==> src/rtl/pu_msp430_enc_pkg.sv <==
// Shared types and constants for the MSP430 instruction encoder.
// Instruction-type and FSM-state enums, fixed opcode fields, illegal check.
package pu_msp430_enc_pkg;

    typedef enum logic [1:0] {
        T_SIG = 2'd0,
        T_JMP = 2'd1,
        T_TWO = 2'd2,
        T_ILL = 2'd3
    } inst_type_e;

    typedef enum logic [1:0] {
        S_IDLE = 2'd0,
        S_OPC  = 2'd1,
        S_SRC  = 2'd2,
        S_DST  = 2'd3
    } enc_state_e;

    localparam logic [15:0] OP_RETI    = 16'h1300;
    localparam logic [5:0]  SIG_PREFIX = 6'b000100;
    localparam logic [2:0]  JMP_PREFIX = 3'b001;
    localparam logic [2:0]  SIG_SWPB   = 3'd1;
    localparam logic [2:0]  SIG_SXT    = 3'd3;
    localparam logic [2:0]  SIG_CALL   = 3'd5;
    localparam logic [2:0]  SIG_RETI   = 3'd6;
    localparam logic [2:0]  SIG_BAD    = 3'd7;

    function automatic logic enc_illegal(inst_type_e t, logic [3:0] op);
        return (t == T_ILL)
            || (t == T_TWO && op < 4'd4)
            || (t == T_SIG && op[2:0] == SIG_BAD);
    endfunction

endpackage

==> src/rtl/pu_msp430_inst_encoder_pack.sv <==
// Combinational opcode packer: descriptor fields -> opcode word.
// Ports: registered descriptor in; opc_word, need_src, need_dst, illegal out.
module pu_msp430_inst_pack
    import pu_msp430_enc_pkg::*;
(
    input  inst_type_e  typ,
    input  logic [3:0]  op,
    input  logic        bw,
    input  logic [3:0]  src_reg,
    input  logic [1:0]  as_mode,
    input  logic [3:0]  dst_reg,
    input  logic        ad,
    input  logic [9:0]  jmp_off,
    output logic [15:0] opc_word,
    output logic        need_src,
    output logic        need_dst,
    output logic        illegal
);

    logic [2:0] sop;
    logic       src_ext;
    logic       bw_eff;

    always_comb begin
        sop      = op[2:0];
        // R3 and R2 in modes 10/11 are constant generators: no word.
        src_ext  = (as_mode == 2'b01 && src_reg != 4'd3)
                || (as_mode == 2'b11 && src_reg == 4'd0);
        bw_eff   = bw && !(sop == SIG_SWPB || sop == SIG_SXT
                        || sop == SIG_CALL);
        opc_word = 16'h0000;
        need_src = 1'b0;
        need_dst = 1'b0;
        illegal  = enc_illegal(typ, op);
        unique case (typ)
            T_TWO: begin
                opc_word = {op, src_reg, ad, bw, as_mode, dst_reg};
                need_src = src_ext;
                need_dst = ad;
            end
            T_SIG: begin
                if (sop == SIG_RETI) begin
                    opc_word = OP_RETI;
                end else begin
                    opc_word = {SIG_PREFIX, sop, bw_eff, as_mode, src_reg};
                    need_src = src_ext;
                end
            end
            T_JMP: opc_word = {JMP_PREFIX, sop, jmp_off};
            default: opc_word = 16'h0000;
        endcase
    end

endmodule

==> src/rtl/pu_msp430_inst_encoder.sv <==
// MSP430 instruction encoder: descriptor in, opcode + extension words out.
// Ports: req_* descriptor handshake, word_* stream, enc_err, inst_count.
module pu_msp430_inst_encoder
    import pu_msp430_enc_pkg::*;
(
    input  logic        mclk,
    input  logic        puc_rst_n,
    input  logic        req_valid,
    output logic        req_ready,
    input  logic [1:0]  req_type,
    input  logic [3:0]  req_op,
    input  logic        req_bw,
    input  logic [3:0]  req_src_reg,
    input  logic [1:0]  req_as,
    input  logic [3:0]  req_dst_reg,
    input  logic        req_ad,
    input  logic [9:0]  req_jmp_off,
    input  logic [15:0] req_src_ext,
    input  logic [15:0] req_dst_ext,
    output logic        word_valid,
    input  logic        word_ready,
    output logic [15:0] word_data,
    output logic        word_last,
    output logic        enc_err,
    output logic [15:0] inst_count
);

    enc_state_e  state, state_nxt;
    inst_type_e  d_type;
    logic [3:0]  d_op, d_src, d_dst;
    logic        d_bw, d_ad, err_q;
    logic [1:0]  d_as;
    logic [9:0]  d_off;
    logic [15:0] d_sext, d_dext;
    logic [15:0] opc_word;
    logic        need_src, need_dst, illegal;
    logic        accept, req_bad;

    assign accept  = (state == S_IDLE) && req_valid;
    assign req_bad = enc_illegal(inst_type_e'(req_type), req_op);

    pu_msp430_inst_pack u_pack (
        .typ      (d_type),
        .op       (d_op),
        .bw       (d_bw),
        .src_reg  (d_src),
        .as_mode  (d_as),
        .dst_reg  (d_dst),
        .ad       (d_ad),
        .jmp_off  (d_off),
        .opc_word (opc_word),
        .need_src (need_src),
        .need_dst (need_dst),
        .illegal  (illegal)
    );

    always_ff @(posedge mclk or negedge puc_rst_n) begin
        if (!puc_rst_n) begin
            state      <= S_IDLE;
            d_type     <= T_SIG;
            d_op       <= '0;
            d_bw       <= 1'b0;
            d_src      <= '0;
            d_as       <= '0;
            d_dst      <= '0;
            d_ad       <= 1'b0;
            d_off      <= '0;
            d_sext     <= '0;
            d_dext     <= '0;
            err_q      <= 1'b0;
            inst_count <= '0;
        end else begin
            state <= state_nxt;
            err_q <= accept;
            if (accept) begin
                d_type <= inst_type_e'(req_type);
                d_op   <= req_op;
                d_bw   <= req_bw;
                d_src  <= req_src_reg;
                d_as   <= req_as;
                d_dst  <= req_dst_reg;
                d_ad   <= req_ad;
                d_off  <= req_jmp_off;
                d_sext <= req_src_ext;
                d_dext <= req_dst_ext;
                if (!req_bad) inst_count <= inst_count + 16'd1;
            end
        end
    end

    always_comb begin
        state_nxt = state;
        unique case (state)
            S_IDLE: if (req_valid) state_nxt = req_bad ? S_IDLE : S_OPC;
            S_OPC: if (word_ready)
                state_nxt = need_src ? S_SRC : (need_dst ? S_DST : S_IDLE);
            S_SRC: if (word_ready) state_nxt = need_dst ? S_DST : S_IDLE;
            S_DST: if (word_ready) state_nxt = S_IDLE;
            default: state_nxt = S_IDLE;
        endcase
    end

    always_comb begin
        req_ready  = (state == S_IDLE);
        word_valid = (state != S_IDLE);
        // err_q marks the cycle after any acceptance; the captured
        // fields tell whether that descriptor was the illegal one.
        enc_err    = err_q && illegal;
        word_data  = 16'h0000;
        word_last  = 1'b0;
        unique case (state)
            S_OPC: begin
                word_data = opc_word;
                word_last = !need_src && !need_dst;
            end
            S_SRC: begin
                word_data = d_sext;
                word_last = !need_dst;
            end
            S_DST: begin
                word_data = d_dext;
                word_last = 1'b1;
            end
            default: begin
                word_data = 16'h0000;
                word_last = 1'b0;
            end
        endcase
    end

endmodule

==> config.mk <==
export PLATFORM = sky130hd
export DESIGN_NAME = pu_msp430_inst_encoder
export DESIGN_NICKNAME = d
export VERILOG_FILES = /design/src/rtl/pu_msp430_enc_pkg.sv /design/src/rtl/pu_msp430_inst_encoder_pack.sv /design/src/rtl/pu_msp430_inst_encoder.sv
export SDC_FILE = /design/constraint.sdc
export NUM_CORES = 1
export LEC_CHECK = 0
export CAP_MARGIN = 25
export CORE_UTILIZATION = 49
export DETAILED_ROUTE_END_ITERATION = 7
export PLACE_DENSITY = 0.87
export SYNTH_ARGS = -nofsm -noshare
export SYNTH_HDL_FRONTEND = slang
export SYNTH_SLANG_ARGS = --single-unit
==> constraint.sdc <==
create_clock -name mclk -period 2.17 [get_ports mclk]
set_input_delay 0.651 -clock mclk [delete_from_list [all_inputs] [get_ports mclk]]
set_output_delay 0.651 -clock mclk [all_outputs]
set_load 0.01 [all_outputs]
# --- After elaboration in Yosys (flattened, before gate mapping) ---
# Index checks and enable logic that the tools add are counted.
classes:
  addsub: 1
  n_mul: 0
  div_mod_pow: 0
  magnitude_cmp: 2
  n_eq_ne: 21
  shifts: 0
  n_mux: 15
  n_bitwise: 1
  reduce_logical: 27
op_table:
  columns: ["cell", "n"]
  rows:
  - ["16-bit case mux with 3 select lines", 2]
  - ["16-bit by 1-bit adder with 16-bit output, second input constant", 1]
  - ["2-bit equality test, second input constant", 7]
  - ["3-bit equality test, second input constant", 4]
  - ["2-bit two-way mux", 6]
  - ["1-bit logical AND", 10]
  - ["10-bit two-way mux", 1]
  - ["4-bit by 3-bit < comparator with 1-bit output, second input constant", 2]
  - ["2-bit != test, second input constant", 4]
  - ["2-bit case mux with 4 select lines", 1]
  - ["1-bit logical OR", 7]
  - ["2-bit by 1-bit equality test with 1-bit output, second input constant", 3]
  - ["2-bit logical NOT", 3]
  - ["4-bit logical NOT", 1]
  - ["4-bit by 2-bit != test with 1-bit output, second input constant", 1]
  - ["4-bit AND reduction", 1]
  - ["3-bit by 1-bit equality test with 1-bit output, second input constant", 1]
  - ["3-bit by 2-bit equality test with 1-bit output, second input constant", 1]
  - ["1-bit logical NOT", 3]
  - ["1-bit two-way mux", 3]
  - ["1-bit case mux with 3 select lines", 1]
  - ["1-bit case mux with 2 select lines", 1]
  - ["2-bit AND reduction", 1]
  - ["2-bit nonzero test", 1]
  - ["1-bit inverter", 1]
totals:
  reg_bits: 79
  latchBits: 0
  ramBits: 0
  mem_bits_ro: 0
  inputBits: 64
  out_inout_bits: 36
  word_cells: 80
  mem_count: 0

# --- Logic depth before layout (Yosys ltp) ---
logic_depth:
  depth_word: 8
  mapped_depth: 7
  ltp_nobuf: 4

# --- Cells and area by module ---
# From an unflattened synthesis, not the netlist that was laid out.
hier_totals:
  hier_cells: 315
  hier_area_um2: 3841.2
by_module_without_submodules:
  columns: ["module", "instances", "cells_per_inst", "area_each_um2", "seq_area_each_um2"]
  rows:
  - ["pu_msp430_inst_encoder", 1, 263, 3467.1, 1976.9]
  - ["pu_msp430_inst_pack", 1, 52, 374.1, 0.0]

# --- Worst setup path before layout ---
# Ideal clock, no wire load.
synth_timing:
  path_kind: "register -> output"
  from: "register d_type[0]"
  to: "output word_data[0]"
  arrival_time_ns: 1.473
  required_ns: 1.519
  setup_slack_ns: 0.046
  stages_incl_launch_ff: 5
  n_path_buf: 2
  path_cell_list: "dfrtp_1 clkbuf_1 buf_1 a21oi_1 a32o_1"
synth_between:
  elab_chain_len: 3
  word_cells_on_any_way: 5
synth_lines:
  columns: ["element", "line", "source"]
  rows:
  - ["start, declared", "pu_msp430_inst_encoder.sv:29", "inst_type_e d_type;"]
  - ["start signal, assigned", "pu_msp430_inst_encoder.sv:76", "d_type <= inst_type_e'(req_type);"]
  - ["2-bit by 1-bit equality test with 1-bit output, or another cell as far along", "pu_msp430_inst_encoder_pack.sv:35", "unique case (typ)"]
  - ["16-bit case mux with 3 select lines (*)", "pu_msp430_inst_encoder_pack.sv:35", null]
  - ["16-bit case mux with 3 select lines (*)", "pu_msp430_inst_encoder.sv:111", "unique case (state)"]
  - ["end, declared", "pu_msp430_inst_encoder.sv:22", "output logic [15:0] word_data,"]
# Mark *: on every way between the ends. The rest lies on a longest branch, timed or not.

# --- Worst setup path after layout ---
layout_timing:
  from: "register d_op[1]"
  to: "output word_data[3]"
layout_between:
  elab_chain_len: 4
layout_lines:
  columns: ["element", "line", "source"]
  rows:
  - ["start, declared", "pu_msp430_inst_encoder.sv:30", "logic [3:0] d_op, d_src, d_dst;"]
  - ["start signal, assigned", "pu_msp430_inst_encoder.sv:77", "d_op <= req_op;"]
  - ["3-bit equality test", "pu_msp430_inst_encoder_pack.sv:42", "if (sop == SIG_RETI) begin"]
  - ["10-bit two-way mux", "pu_msp430_inst_encoder_pack.sv:42", null]
  - ["16-bit case mux with 3 select lines", "pu_msp430_inst_encoder_pack.sv:35", null]
  - ["16-bit case mux with 3 select lines", "pu_msp430_inst_encoder.sv:111", null]
# Every way passes these cells.

==> impl_metrics.py <==
metrics = {
    "run_status": {
        "status": "finished, violations left",
        "violations": "negative setup slack",
    },
    "clock_tree": {
        "cts.clk_slew.worst_paths_ns": 0.08,
        "clk_latency_ns": 0.36,
        "htreeDepth": 3,
        "numCtsBuffers": 9,
        "cts_tree": "built",
        "cts.path.max_buffers": 2,
        "cts_root_buf": "clkbuf_8",
        "hold_buffers": 0,
        "clock_sinks": 79,
    },
    "floorplan": {
        "dieArea_um2": 8230,
        "dieHeight_um": 90.7,
        "die_w_um": 90.7,
        "core-area_um2": 7450,
        "rows": 31,
        "io_pins": 100,
        "start_util": 0.518,
    },
    "cells_and_area": {
        "drive_gt1_frac": 0.429,
        "area_growth_pct": 49.0,
        "diodes": 0,
        "final_nets": 540,
        "final_area_um2": 5750,
        "nFillCells": 461,
    },
    "timing": {
        "tns_ns": -4.08,
        "setup_slack_ns": -0.353,
        "worst_pin_slew_ns": 0.433,
        "rsz0062_at_grt": "true",
        "setup-violations-final": 17,
        "hold_viol_final": 0,
        "timing.fmax_mhz": 396,
        "finClkSkew_ns": 0.00959,
        "period_needed_ns": 2.52,
        "whs_ns": 0.207,
        "timing.slew.headroom": 0.709,
        "timing.final.crit_share": 1.16,
        "final_max_slew_viol_count": 0,
    },
    "worst_hold_path": {
        "hold_class": "input pin to async pin",
    },
    "setup_path": {
        "path_cells": "buf_6 > and3b_2 > nor2_2 > a221o_1 > a32o_1 > buf_2",
        "worstSetupStartpointType": "flip-flop",
        "required_ns": 1.52,
        "slowest_delay_ns": 0.43,
        "crit_arrival_ns": 1.87,
        "worst_path_max_delay_cell": "dfrtp_1",
        "path_max_fanout": 4,
        "endpoint_kind": "primary output",
        "critical_path_class": "flip-flop to primary output",
        "reg2reg_from": "state[0]$_DFFE_PN0P_",
        "critPathLaunch": "d_op[1]$_DFFE_PN0P_",
    },
    "detailed_routing": {
        "wirelength_mm": 11.1,
        "drc": 0,
        "firstDrtPassIters": 4,
        "drt_iter0_drc": 161,
        "routedWlPerCell_um": 19.2,
        "ant_nets": 0,
        "viasPerCell": 5.65,
        "vias": 3271,
    },
    "pwr": {
        "p_leak_nw": 2.49,
        "power.share.clock": 0.131,
        "finalPower_mw": 8.37,
        "combPwrFrac": 0.554,
        "p_seq_frac": 0.315,
        "powerDensity_nw_per_um2": 1460,
        "p_int_mw": 5.29,
        "switching_share": 0.368,
        "vdd_ir_drop_max_uv": 753,
        "switchingPower_mw": 3.08,
    },
    "global_routing": {
        "grt-ovfl-total": 0,
        "grt_max_degree": 35,
        "antenna_found_initial": 0,
        "grt_pass1_vias": 3376,
        "grt_pass1_wl_mm": 17.2,
        "grt_usage": 0.271,
    },
    "yosys": {
        "ys_ff_latch": 79,
        "synth_top_cell_area_share": 0.512,
        "synth_top_area_cell": "dfrtp_1",
        "ys_warn_count": 0,
        "avgSynthCellArea_um2": 12.0,
        "synth-edff-count": 0,
        "async_reset_ff_frac": 1.00,
        "synth_seq_area_share": 0.512,
        "yosysUniqueCellTypes": 45,
        "netlist_area_um2": 3860,
        "netlist_top_cells_area": "dfrtp_1, mux2_2, xnor2_1",
        "ys.flop_type": "dfrtp_1",
        "synth.net_count": 387,
        "syn_inst": 322,
    },
    "placed_design": {
        "dp_hpwl_mm": 7.49,
        "post_dp_cell_area_um2": 5260,
        "io_buffers": 99,
        "dp_worst_setup_slack_ns": -0.297,
        "gp_congestion": 0.894,
    },
    "job": {
        "cap_violations": 0,
    },
}
==> cells by family after synthesis <==
| family | synth area share |
|---|---|
| XOR/XNOR | 0.0340 |
| AND/OR/NAND/NOR | 0.0888 |
| adder cells (fa/ha/maj) | 0.00324 |
| multiplexers | 0.210 |
| buffers and inverters | 0.0344 |
| AO/OA/AOI/OAI | 0.117 |
| flip-flops | 0.512 |
==> registers in the layout (all words and copies together) (netlist names) <==
name        count
d_sext         16
d_as            2
inst_count     16
d_dext         16
d_src           4
state           2
d_dst           4
d_off          10
d_bw            1
d_type          2
d_op            4
err_q           1
d_ad            1
==> worst max-delay path, delay by kind of cell, from the launching register on <==
family | cells | cell delay [ns]
AOI/OAI and AO/OA | 2 | 0.55
buffers and inverters | 2 | 0.26
DFF | 1 | 0.43
and+or+nand+nor | 2 | 0.27
==> cell usage in the layout (no fill, tap or decap), types with 4 or more instances in the layout <==
master and instances:
buf_12 4, and3_1 4, clkbuf_8 10, o21ai_1 7, xnor2_1 14, buf_6 20, nand4_1 8, o21ai_0 14
a221o_1 4, nand2_1 16, inv_1 8, buf_4 42, clkdlybuf4s50_1 78, buf_2 16, nand3_1 9, mux2_2 70
a22o_1 6, dfrtp_2 4, dfrtp_1 75
==> path summary, 6_finish.rpt <==
path                       cells after the start                         end  slack, ns
setup reg to reg                               7   inst_count[4]$_DFFE_PN0P_       0.11
hold / removal                                 1      d_sext[15]$_DFFE_PN0P_       0.21
min in group mclk                              1  inst_count[15]$_DFFE_PN0P_       0.50
max in group asynchronous                      2   inst_count[9]$_DFFE_PN0P_       1.39
hold reg to reg                                1  inst_count[15]$_DFFE_PN0P_       0.50
setup / recovery                               6                word_data[3]      -0.35
==> metrics by stage <==
| stage | cells | utilization |
|---|---|---|
| detailed placement | 547 | 0.707 |
| finish | 579 | 0.772 |
| CTS | 574 | 0.750 |
| floorplan | 322 | - |
| global placement | 547 | 0.707 |
| global route | 579 | 0.772 |
==> power groups by stage <==
stage          clock, mW  combinational, mW  sequential [mW]
2_1_floorplan          0               2.26             2.43
3_3_place_gp           0               3.85             2.54
3_5_place_dp           0               3.95             2.60
4_1_cts             1.11               4.19             2.59
5_1_grt             1.19               4.92             2.71
6_report            1.10               4.63             2.64
==> cell usage after synthesis (2+ instances only) <==
master,number
inv_1,9
o21ai_0,23
nor2_1,5
a32o_1,6
and3_1,4
and2_1,4
a21oi_1,5
nand4_1,8
a221o_1,4
a21boi_0,2
nand3b_1,3
a22oi_1,4
nor2b_1,3
buf_6,2
xnor2_1,14
buf_2,7
nand3_1,9
nand2_1,20
nor3_1,2
a22o_1,6
mux2_2,71
dfrtp_1,79
clkbuf_1,9
buf_1,2
==> area by class of cell <==
class                      count  area (um2)  share of cell area
tap                           99         124              0.0215
clock buffer                  10         138              0.0239
clock inverter                 6        60.1              0.0104
timing repair buffer         162        1510               0.262
sequential                    79        1980               0.345
multi-input combinational    214        1900               0.331
inverter                       9        36.3             0.00631
==> timing repair <==
action                     CTS  global route
resized for setup          118            35
pin swaps                   24            20
setup endpoints to repair   20            20
buffers inserted            11             6
hold endpoints to repair     0             0
==> routing by layer <==
layer  GRT usage  share of wire
met1       0.350           0.41
met2       0.434           0.50
met3      0.0673          0.064
met4       0.110          0.032
met5           0              0
Note: power is estimated with default switching activity, not from simulation.
